--- src/rtl/screen_pkg.sv ---
// rtl/screen_pkg.sv - framebuffer geometry, fill op-codes and fill engine state encoding
package screen_pkg;

  localparam int WORDS_PER_ROW = 32;
  localparam int ROWS          = 256;
  localparam int ADDR_W        = 13;

  localparam int X_W = 5;
  localparam int Y_W = 8;

  localparam logic [1:0] OP_FILL  = 2'b00;
  localparam logic [1:0] OP_XOR   = 2'b01;
  localparam logic [1:0] OP_CLEAR = 2'b10;
  localparam logic [1:0] OP_NOP   = 2'b11;

  typedef enum logic [2:0] {
    IDLE = 3'd0,
    WR   = 3'd1,
    RD   = 3'd2,
    RDW  = 3'd3,
    DONE = 3'd4
  } fill_state_t;

endpackage

--- src/rtl/rect_walker.sv ---
// rtl/rect_walker.sv - row-major x/y walker over a clipped rectangle producing VRAM word addresses
module rect_walker
  import screen_pkg::*;
#(
  parameter int WPR = WORDS_PER_ROW,
  parameter int AW  = ADDR_W
) (
  input  logic           clk,
  input  logic           rst,
  input  logic [X_W-1:0] x0,
  input  logic [X_W-1:0] x_end,
  input  logic [Y_W-1:0] y0,
  input  logic [Y_W-1:0] y_end,
  input  logic           load,
  input  logic           step,
  output logic [AW-1:0]  addr,
  output logic           last
);

  logic [X_W-1:0] x, x_start, x_stop;
  logic [Y_W-1:0] y, y_stop;

  always_ff @(posedge clk) begin
    if (rst) begin
      x       <= '0;
      y       <= '0;
      x_start <= '0;
      x_stop  <= '0;
      y_stop  <= '0;
    end else if (load) begin
      x       <= x0;
      y       <= y0;
      x_start <= x0;
      x_stop  <= x_end;
      y_stop  <= y_end;
    end else if (step) begin
      // The caller never steps past the last word, so y cannot run beyond y_stop.
      if (x == x_stop) begin
        x <= x_start;
        y <= y + 1'b1;
      end else begin
        x <= x + 1'b1;
      end
    end
  end

  assign addr = AW'(y) * AW'(WPR) + AW'(x);
  assign last = (x == x_stop) && (y == y_stop);

endmodule

--- src/rtl/vram_fill.sv ---
// rtl/vram_fill.sv - rectangle FILL/XOR/CLEAR engine driving the VRAM write port under the busy handshake
module vram_fill #(
  parameter int WORDS_PER_ROW = screen_pkg::WORDS_PER_ROW,
  parameter int ROWS          = screen_pkg::ROWS,
  parameter int ADDR_W        = screen_pkg::ADDR_W
) (
  input  logic              clk,
  input  logic              rst,
  input  logic              cmd_valid,
  output logic              cmd_ready,
  input  logic [1:0]        cmd_op,
  input  logic [4:0]        cmd_x0,
  input  logic [7:0]        cmd_y0,
  input  logic [5:0]        cmd_w,
  input  logic [8:0]        cmd_h,
  input  logic [15:0]       cmd_pattern,
  output logic              active,
  output logic              done,
  output logic              vram_load,
  output logic [ADDR_W-1:0] vram_addr,
  output logic [15:0]       vram_din,
  input  logic              vram_busy,
  input  logic [15:0]       vram_dout
);
  import screen_pkg::*;

  fill_state_t state;
  logic [15:0] pattern;
  logic        is_xor;
  logic        last;
  logic        walk_load, walk_step, noop;

  logic [6:0]  x_sum, x_lim;
  logic [9:0]  y_sum, y_lim;
  logic [4:0]  walk_x0, walk_x_end;
  logic [7:0]  walk_y0, walk_y_end;

  // Clip against the right and bottom screen edges; sums are widened so nothing wraps.
  assign x_sum = {2'b00, cmd_x0} + {1'b0, cmd_w};
  assign y_sum = {2'b00, cmd_y0} + {1'b0, cmd_h};
  assign x_lim = (x_sum > 7'(WORDS_PER_ROW)) ? 7'(WORDS_PER_ROW) : x_sum;
  assign y_lim = (y_sum > 10'(ROWS)) ? 10'(ROWS) : y_sum;

  always_comb begin
    walk_x0    = cmd_x0;
    walk_y0    = cmd_y0;
    walk_x_end = 5'(x_lim - 7'd1);
    walk_y_end = 8'(y_lim - 10'd1);
    if (cmd_op == OP_CLEAR) begin
      walk_x0    = '0;
      walk_y0    = '0;
      walk_x_end = 5'(WORDS_PER_ROW - 1);
      walk_y_end = 8'(ROWS - 1);
    end
  end

  assign noop = (cmd_op == OP_NOP) ||
                ((cmd_op != OP_CLEAR) && ((cmd_w == '0) || (cmd_h == '0)));

  assign walk_load = (state == IDLE) && cmd_valid;
  assign walk_step = (state == WR) && !vram_busy && !last;

  rect_walker #(
    .WPR (WORDS_PER_ROW),
    .AW  (ADDR_W)
  ) u_walker (
    .clk   (clk),
    .rst   (rst),
    .x0    (walk_x0),
    .x_end (walk_x_end),
    .y0    (walk_y0),
    .y_end (walk_y_end),
    .load  (walk_load),
    .step  (walk_step),
    .addr  (vram_addr),
    .last  (last)
  );

  always_ff @(posedge clk) begin
    if (rst) begin
      state     <= IDLE;
      cmd_ready <= 1'b1;
      done      <= 1'b0;
      vram_load <= 1'b0;
      vram_din  <= '0;
      pattern   <= '0;
      is_xor    <= 1'b0;
    end else begin
      done <= 1'b0;
      case (state)
        IDLE: begin
          if (cmd_valid) begin
            cmd_ready <= 1'b0;
            is_xor    <= (cmd_op == OP_XOR);
            pattern   <= (cmd_op == OP_CLEAR) ? 16'h0000 : cmd_pattern;
            vram_din  <= (cmd_op == OP_CLEAR) ? 16'h0000 : cmd_pattern;
            if (noop) begin
              state <= DONE;
              done  <= 1'b1;
            end else if (cmd_op == OP_XOR) begin
              state <= RD;
            end else begin
              state     <= WR;
              vram_load <= 1'b1;
            end
          end
        end
        WR: begin
          if (!vram_busy) begin
            if (last) begin
              state     <= DONE;
              done      <= 1'b1;
              vram_load <= 1'b0;
            end else if (is_xor) begin
              state     <= RD;
              vram_load <= 1'b0;
            end
          end
        end
        RD: begin
          if (!vram_busy) state <= RDW;
        end
        RDW: begin
          vram_din  <= vram_dout ^ pattern;
          vram_load <= 1'b1;
          state     <= WR;
        end
        DONE: begin
          state     <= IDLE;
          cmd_ready <= 1'b1;
        end
        default: state <= IDLE;
      endcase
    end
  end

  assign active = ~cmd_ready;

endmodule

--- config.mk ---
export PLATFORM = sky130hd
export DESIGN_NAME = vram_fill
export DESIGN_NICKNAME = d
export VERILOG_FILES = /design/src/rtl/screen_pkg.sv /design/src/rtl/rect_walker.sv /design/src/rtl/vram_fill.sv
export SDC_FILE = /design/constraint.sdc
export NUM_CORES = 1
export LEC_CHECK = 0
export ABC_AREA = 1
export BUFFER_PORTS_ARGS = -buffer_cell sky130_fd_sc_hd__buf_4
export CORE_ASPECT_RATIO = 1.75
export CORE_MARGIN = 8
export CORE_UTILIZATION = 50
export CTS_CLUSTER_DIAMETER = 150
export DETAILED_ROUTE_END_ITERATION = 12
export PLACE_DENSITY = 0.77
export RECOVER_POWER = 100
export SLEW_MARGIN = 20
export SYNTH_ARGS = -nofsm -noshare
export SYNTH_HDL_FRONTEND = slang
export SYNTH_SLANG_ARGS = --single-unit
--- constraint.sdc ---
create_clock -name clk -period 2.5 [get_ports clk]
set_input_delay 0.25 -clock clk [delete_from_list [all_inputs] [get_ports clk]]
set_output_delay 0.25 -clock clk [all_outputs]
set_load 0.03 [all_outputs]
==> flow_summary.toml, run 1 <==
[timing]
finClkSkew_ns = 0.003758
finalCritPeriodShare = 0.9371
drv_slew = 0
hold_violations = 0
period_minus_slack_ns = 2.343
max-slew-margin-rel = 0.5932
tightest_slew_ns = 0.6102
setup_viol = 0
holdWs_ns = 0.2238
fmax_mhz = 426.8
rsz0062_at_grt = "false"

[finish]
instances_no_fill = 898
drive_above_1_share = 0.1946
diodes = 0
fin_area_mm2 = 0.005712
syn2layout_area_growth_pct = 28.01
finish.utilization = 0.6587
fillers = 813
nNetsFinal = 861

[critical_path]
startpoint_type = "primary input"
crit_required_ns = 2.77
arrival_ns = 2.61
crit_fanout = 4
path_class = "in2reg"
cp-end-kind = "flop"
r2r_cells = 10

[detailed_routing]
first_pass_iters = 4
ant_nets = 0
drc = 0
drt_iter0_drc = 239
dr_total_vias = 4785
vias_per_cell = 5.329
wire_per_inst_um = 14.91
routed_wirelength_um = 13390

[pwr]
p_total_mw = 5.968
power_frac_comb = 0.464
power_frac_seq = 0.309
p_leak_nw = 2.760
switchingPower_mw = 2.659
power_density_mw_per_mm2 = 1045
swShare = 0.4455
ir_worst_vdd_v = 0.0007014
internal-power_mw = 3.309
p_clk_frac = 0.227

[clocking]
max-clock-path-buffers = 2
postCtsSetupRepairBufs = 0
cts_tree = "done"
cts-htree-levels = 3
worstSkewPairLatency_ns = 0.33
clockRootBuffer = "clkbuf_16"
cts_num_sinks = 70
numCtsBuffers = 9
clkTransAtPathRegs_ns = 0.05

[hold_path]
hp-class = "in2reg"
hold_depth = 4

[yosys]
synth_area_mm2 = 0.004462
yosys-top-cells-area = "dfxtp_1 31%, nand2_1 14%, inv_1 6.5%"
yosysTopAreaCellShare = 0.3141
synth_nets = 739
synth_cell_type_count = 46
synth_area_leader_cell = "dfxtp_1"
ys_warn_count = 0
synth-edff-count = 0
synth_common_cells = "164 x nand2_1, 77 x inv_1, 70 x dfxtp_1, 51 x a21oi_1, 46 x o21ai_0"
synth_cells = 654
synthMostInstantiatedCell = "nand2_1"
synth_area_per_cell_um2 = 6.822
async_flop_share = 0
synth-main-ff-cell = "dfxtp_1"
ys_ff_latch = 70
synth_seq_area_share = 0.3141

[placement]
dp_hpwl_um = 10410
dpl.cell_count = 882
numPortBuffers = 98
place.gp.congestion = 1.025
placed_area_mm2 = 0.005504

[global_routing]
antenna_found_initial = 0
grt_max_degree = 35
grt_pass1_wl_um = 21820
overflow = 0
grt_pass1_vias = 4822
track_usage = 0.2212

[die]
std_cell_rows = 45
core_area_mm2 = 0.008671
chipWidth_um = 87.41
dieArea_mm2 = 0.01232
boundaryPins = 99
start_util = 0.5146
chipHeight_um = 141.0

[status]
status = "completed"

[job]
maxCapViolCount = 0
per-stage QoR:
step	TNS, ns	setup WS [ns]
floorplan	0	0.004247
global placement	-0.4344	-0.1640
detailed placement	-0.6903	-0.2146
CTS	0	0.1151
global route	0	0.003453
finish	0	0.1571
area by class of cell:
type                    count  area [um2]  share of cell area
inverters                  87       331.6             0.05805
clock inverters             4       70.07             0.01227
well taps                 117       146.4             0.02563
multi-input cells         474        2643              0.4626
flip-flops and latches     70        1401              0.2453
clock buffers              12       246.5             0.04315
repair buffers            134       873.3              0.1529
path summary, 6_finish.rpt:
check | end | slack (ns) | start
worst min register to register | vram_load | 0.45 | vram_load
worst max register to register | u_walker.y[1] | 0.27 | state[0]
worst max-delay path | u_walker.y_stop[2] | 0.16 | cmd_y0[0]
worst min-delay path | vram_din[6] | 0.22 | vram_dout[6]
flip-flops by register name, indices dropped and copies added (netlist names), 3 cells and up:
name              count
u_walker.x            5
pattern              16
u_walker.x_start      5
state                 3
u_walker.y_stop       8
u_walker.x_stop       5
vram_din             16
u_walker.y            8
timing repair:
action                                  in CTS  in global routing
resized for setup                            0                  8
hold buffers                                 0                  0
endpoints found under the setup margin       0                  3
critical path, cell delays in order:
cell	delay [ns]
buf_4	0.09
ha_1	0.17
inv_1	0.06
fa_2	0.33
inv_1	0.07
nand2_2	0.06
nand2_2	0.10
nand3_1	0.09
nand2_2	0.09
nand3_2	0.06
nor2_2	0.12
nand2_2	0.07
nand2_4	0.07
nand2_4	0.04
or2_2	0.28
ha_2	0.21
or2_0	0.22
nand3_1	0.07
o211ai_1	0.08
inv_1	0.07
logic make-up (layout without fill, tap and decap cells):
family                     count (synthesis)  in the layout  synth area share
and+or+nand+nor                          274            274            0.2681
AOI/OAI and AO/OA                        146            146            0.1907
buffers and inverters                    110            237            0.1018
DFF                                       70             70            0.3141
xor gates and xnor gates                  35             35           0.06871
adders and majority gates                 19             19           0.05665
placed cells by master, fill, tap and decap left out, types with 2 or more instances in the layout:
| cell type | Yosys | routed |
|---|---|---|
| a211oi_1 | 4 | 4 |
| a21oi_1 | 51 | 50 |
| a221oi_1 | 2 | 2 |
| a22oi_1 | 3 | 3 |
| a31oi_1 | 21 | 21 |
| and3_1 | 2 | 2 |
| buf_4 | 0 | 97 |
| bufinv_16 | 0 | 2 |
| clkbuf_1 | 13 | 36 |
| clkbuf_16 | 0 | 9 |
| clkbuf_2 | 1 | 2 |
| clkinv_1 | 3 | 3 |
| clkinv_2 | 0 | 2 |
| dfxtp_1 | 70 | 70 |
| ha_1 | 17 | 16 |
| inv_1 | 77 | 78 |
| inv_2 | 6 | 5 |
| nand2_1 | 164 | 161 |
| nand2_2 | 5 | 8 |
| nand2_4 | 3 | 3 |
| nand3_1 | 36 | 34 |
| nand3_2 | 3 | 5 |
| nand4_1 | 6 | 6 |
| nor2_1 | 35 | 34 |
| nor2_2 | 2 | 3 |
| nor3_1 | 7 | 7 |
| nor4_1 | 2 | 2 |
| o211ai_1 | 6 | 6 |
| o21a_1 | 6 | 6 |
| o21ai_0 | 46 | 46 |
| or2_0 | 2 | 2 |
| or2_2 | 4 | 4 |
| xnor2_1 | 8 | 8 |
| xor2_1 | 27 | 26 |
power by group through the flow:
stage	Clock (mW)	Combinational [mW]	Sequential [mW]
4_1_cts	1.37	2.96	1.84
3_5_place_dp	0	2.94	1.86
2_1_floorplan	0	1.63	2.17
6_report	1.35	2.77	1.84
3_3_place_gp	0	2.88	1.85
5_1_grt	1.42	3.06	1.89
metal layers:
layer | wire, um | share of wire | global-route usage | vias to the layer above
li1 | - | - | - | 2401
met1 | 4968 | 0.37 | 0.2081 | 2177
met2 | 7034 | 0.53 | 0.3981 | 149
met3 | 578 | 0.043 | 0.05413 | 58
met4 | 809 | 0.060 | 0.1597 | 0
met5 | 0 | 0 | 0 | -
Note: power is estimated with default switching activity, not from simulation.
==> run 2, diff against run 1 <==
--- a/config.mk
+++ b/config.mk
@@ -20 +20,2 @@
 export SYNTH_SLANG_ARGS = --single-unit
+export TNS_END_PERCENT = 50
--- a/constraint.sdc
+++ b/constraint.sdc
@@ -3,2 +3,2 @@
 set_output_delay 0.25 -clock clk [all_outputs]
-set_load 0.03 [all_outputs]
+set_load 0.01 [all_outputs]
==> flow_summary.toml, run 2 (synthesis gave the netlist of run 1 again) <==
[global_routing]
antenna_found_initial = 0
track_usage = 0.2254
overflow = 0
grt_pass1_wl_um = 22240
grt_max_degree = 35
grt_pass1_vias = 4938

[critical_path]
crit_fanout = 4
r2r_cells = 12
path_class = "in2reg"
worstReg2RegEnd = "u_walker.x_stop[2]"
r2r_slack_ns = 0.20
cp-endpoint = "u_walker.y_stop[2]"
crit_required_ns = 2.77
cp-end-kind = "flop"
critPathLaunch = "cmd_y0[0]"
startpoint_type = "primary input"
arrival_ns = 2.60
r2r-start = "state[0]"

[pwr]
ir_worst_vdd_v = 0.0005124
p_leak_nw = 2.770
power_density_mw_per_mm2 = 990.8

[clocking]
postCtsSetupRepairBufs = 0
cts_num_sinks = 70
cts_hold_buf = 0
clockRootBuffer = "clkbuf_16"
clkTransAtPathRegs_ns = 0.06
cts-htree-levels = 3
max-clock-path-buffers = 2
cts_tree = "done"
numCtsBuffers = 9
worstSkewPairLatency_ns = 0.33

[detailed_routing]
ant_nets = 0
first_pass_iters = 5
drc = 0
dr_total_vias = 4855
routed_wirelength_um = 13500
drt_iter0_drc = 213
vias_per_cell = 5.400
wire_per_inst_um = 15.02

[finish]
fillers = 818
instances_no_fill = 899
drive_above_1_share = 0.2008
layout_commonest_cell = "nand2_1"
nNetsFinal = 862
finish.utilization = 0.6623
diodes = 0
reg_top3 = "pattern (16), vram_din (16)"
syn2layout_area_growth_pct = 28.72
layout_common_cells = "161 x nand2_1, 99 x buf_4, 77 x inv_1"

[placement]
numPortBuffers = 98
dp_slack_ns = -0.2315
place.gp.congestion = 1.032
dpl.cell_count = 883
dp_hpwl_um = 10600

[timing]
holdWs_ns = 0.2251
drv_slew = 0
tightest_slew_ns = 0.5981
max-slew-margin-rel = 0.6013
hold_violations = 0
finalCritPeriodShare = 0.9320
finalSetupTns_ns = 0
period_minus_slack_ns = 2.330
timing.final.ws_setup_ns = 0.1700
fmax_mhz = 429.2
setup_viol = 0
finClkSkew_ns = 0.006438

[die]
core_area_mm2 = 0.008671
boundaryPins = 99
std_cell_rows = 45
start_util = 0.5146
chipWidth_um = 87.41
dieArea_mm2 = 0.01232
chipHeight_um = 141.0

[status]
status = "completed"

[hold_path]
hp-class = "in2reg"

[job]
maxCapViolCount = 0
[run 2: where the power goes]
group,internal [mW],switching [mW]
clock network,0.927,0.466
registers,1.49,0.341
logic,0.938,1.53
total,3.35,2.34
[run 2: per-layer routing]
| metal | GRT usage | part of all wire |
|---|---|---|
| met3 | 0.04948 | 0.049 |
| met1 | 0.2198 | 0.37 |
| met2 | 0.4097 | 0.54 |
| met4 | 0.1423 | 0.050 |
| met5 | 0 | 0 |
[run 2: repair_timing]
| item | in CTS | in global routing |
|---|---|---|
| setup endpoints to repair | 0 | 2 |
| hold endpoints to repair | 0 | 0 |
| resized for setup | 0 | 8 |
[run 2: cell type report]
class,instances,area [um2],area share
clock inverters,5,81.33,0.01416
flip-flops and latches,70,1401,0.2440
clock buffers,11,252.7,0.04401
well taps,117,146.4,0.02549
repair buffers,135,882.1,0.1536
multi-input cells,474,2648,0.4610
inverters,87,331.6,0.05773
[run 2: per-stage QoR]
stage | area, um2 | power [mW]
4_1_cts | 5846 | 5.894
5_1_grt | 5743 | 6.121
6_report | 5743 | 5.690
3_3_place_gp | 5512 | 4.403
2_1_floorplan | 4474 | 3.477
3_5_place_dp | 5512 | 4.475
[run 2: worst max-delay path, cell delays in order]
cell and delay, ns:
buf_4 0.10, ha_2 0.17, inv_1 0.05, fa_2 0.33, inv_1 0.07, nand2_2 0.06, nand2_2 0.10, nand3_1 0.09
nand2_2 0.09, nand3_2 0.06, nor2_2 0.12, nand2_2 0.07, nand2_4 0.07, nand2_4 0.04, or2_2 0.30, ha_4 0.18
or2_0 0.21, nand3_1 0.07, o211ai_1 0.09, inv_1 0.07
[run 2: how the worst min path moves through the flow]
| stage | to | cells past startpoint | start | slack, ns |
|---|---|---|---|---|
| final | vram_din[9] | 4 | vram_dout[9] | 0.23 |
| after floorplan | u_walker.x_start[3] | 2 | cmd_x0[3] | 0.41 |
| after global placement | vram_load | 2 | vram_load | 0.44 |
| after detailed placement | vram_load | 2 | vram_load | 0.44 |
| after CTS | vram_din[4] | 4 | vram_dout[4] | 0.21 |
| after global routing | vram_din[6] | 4 | vram_dout[6] | 0.23 |
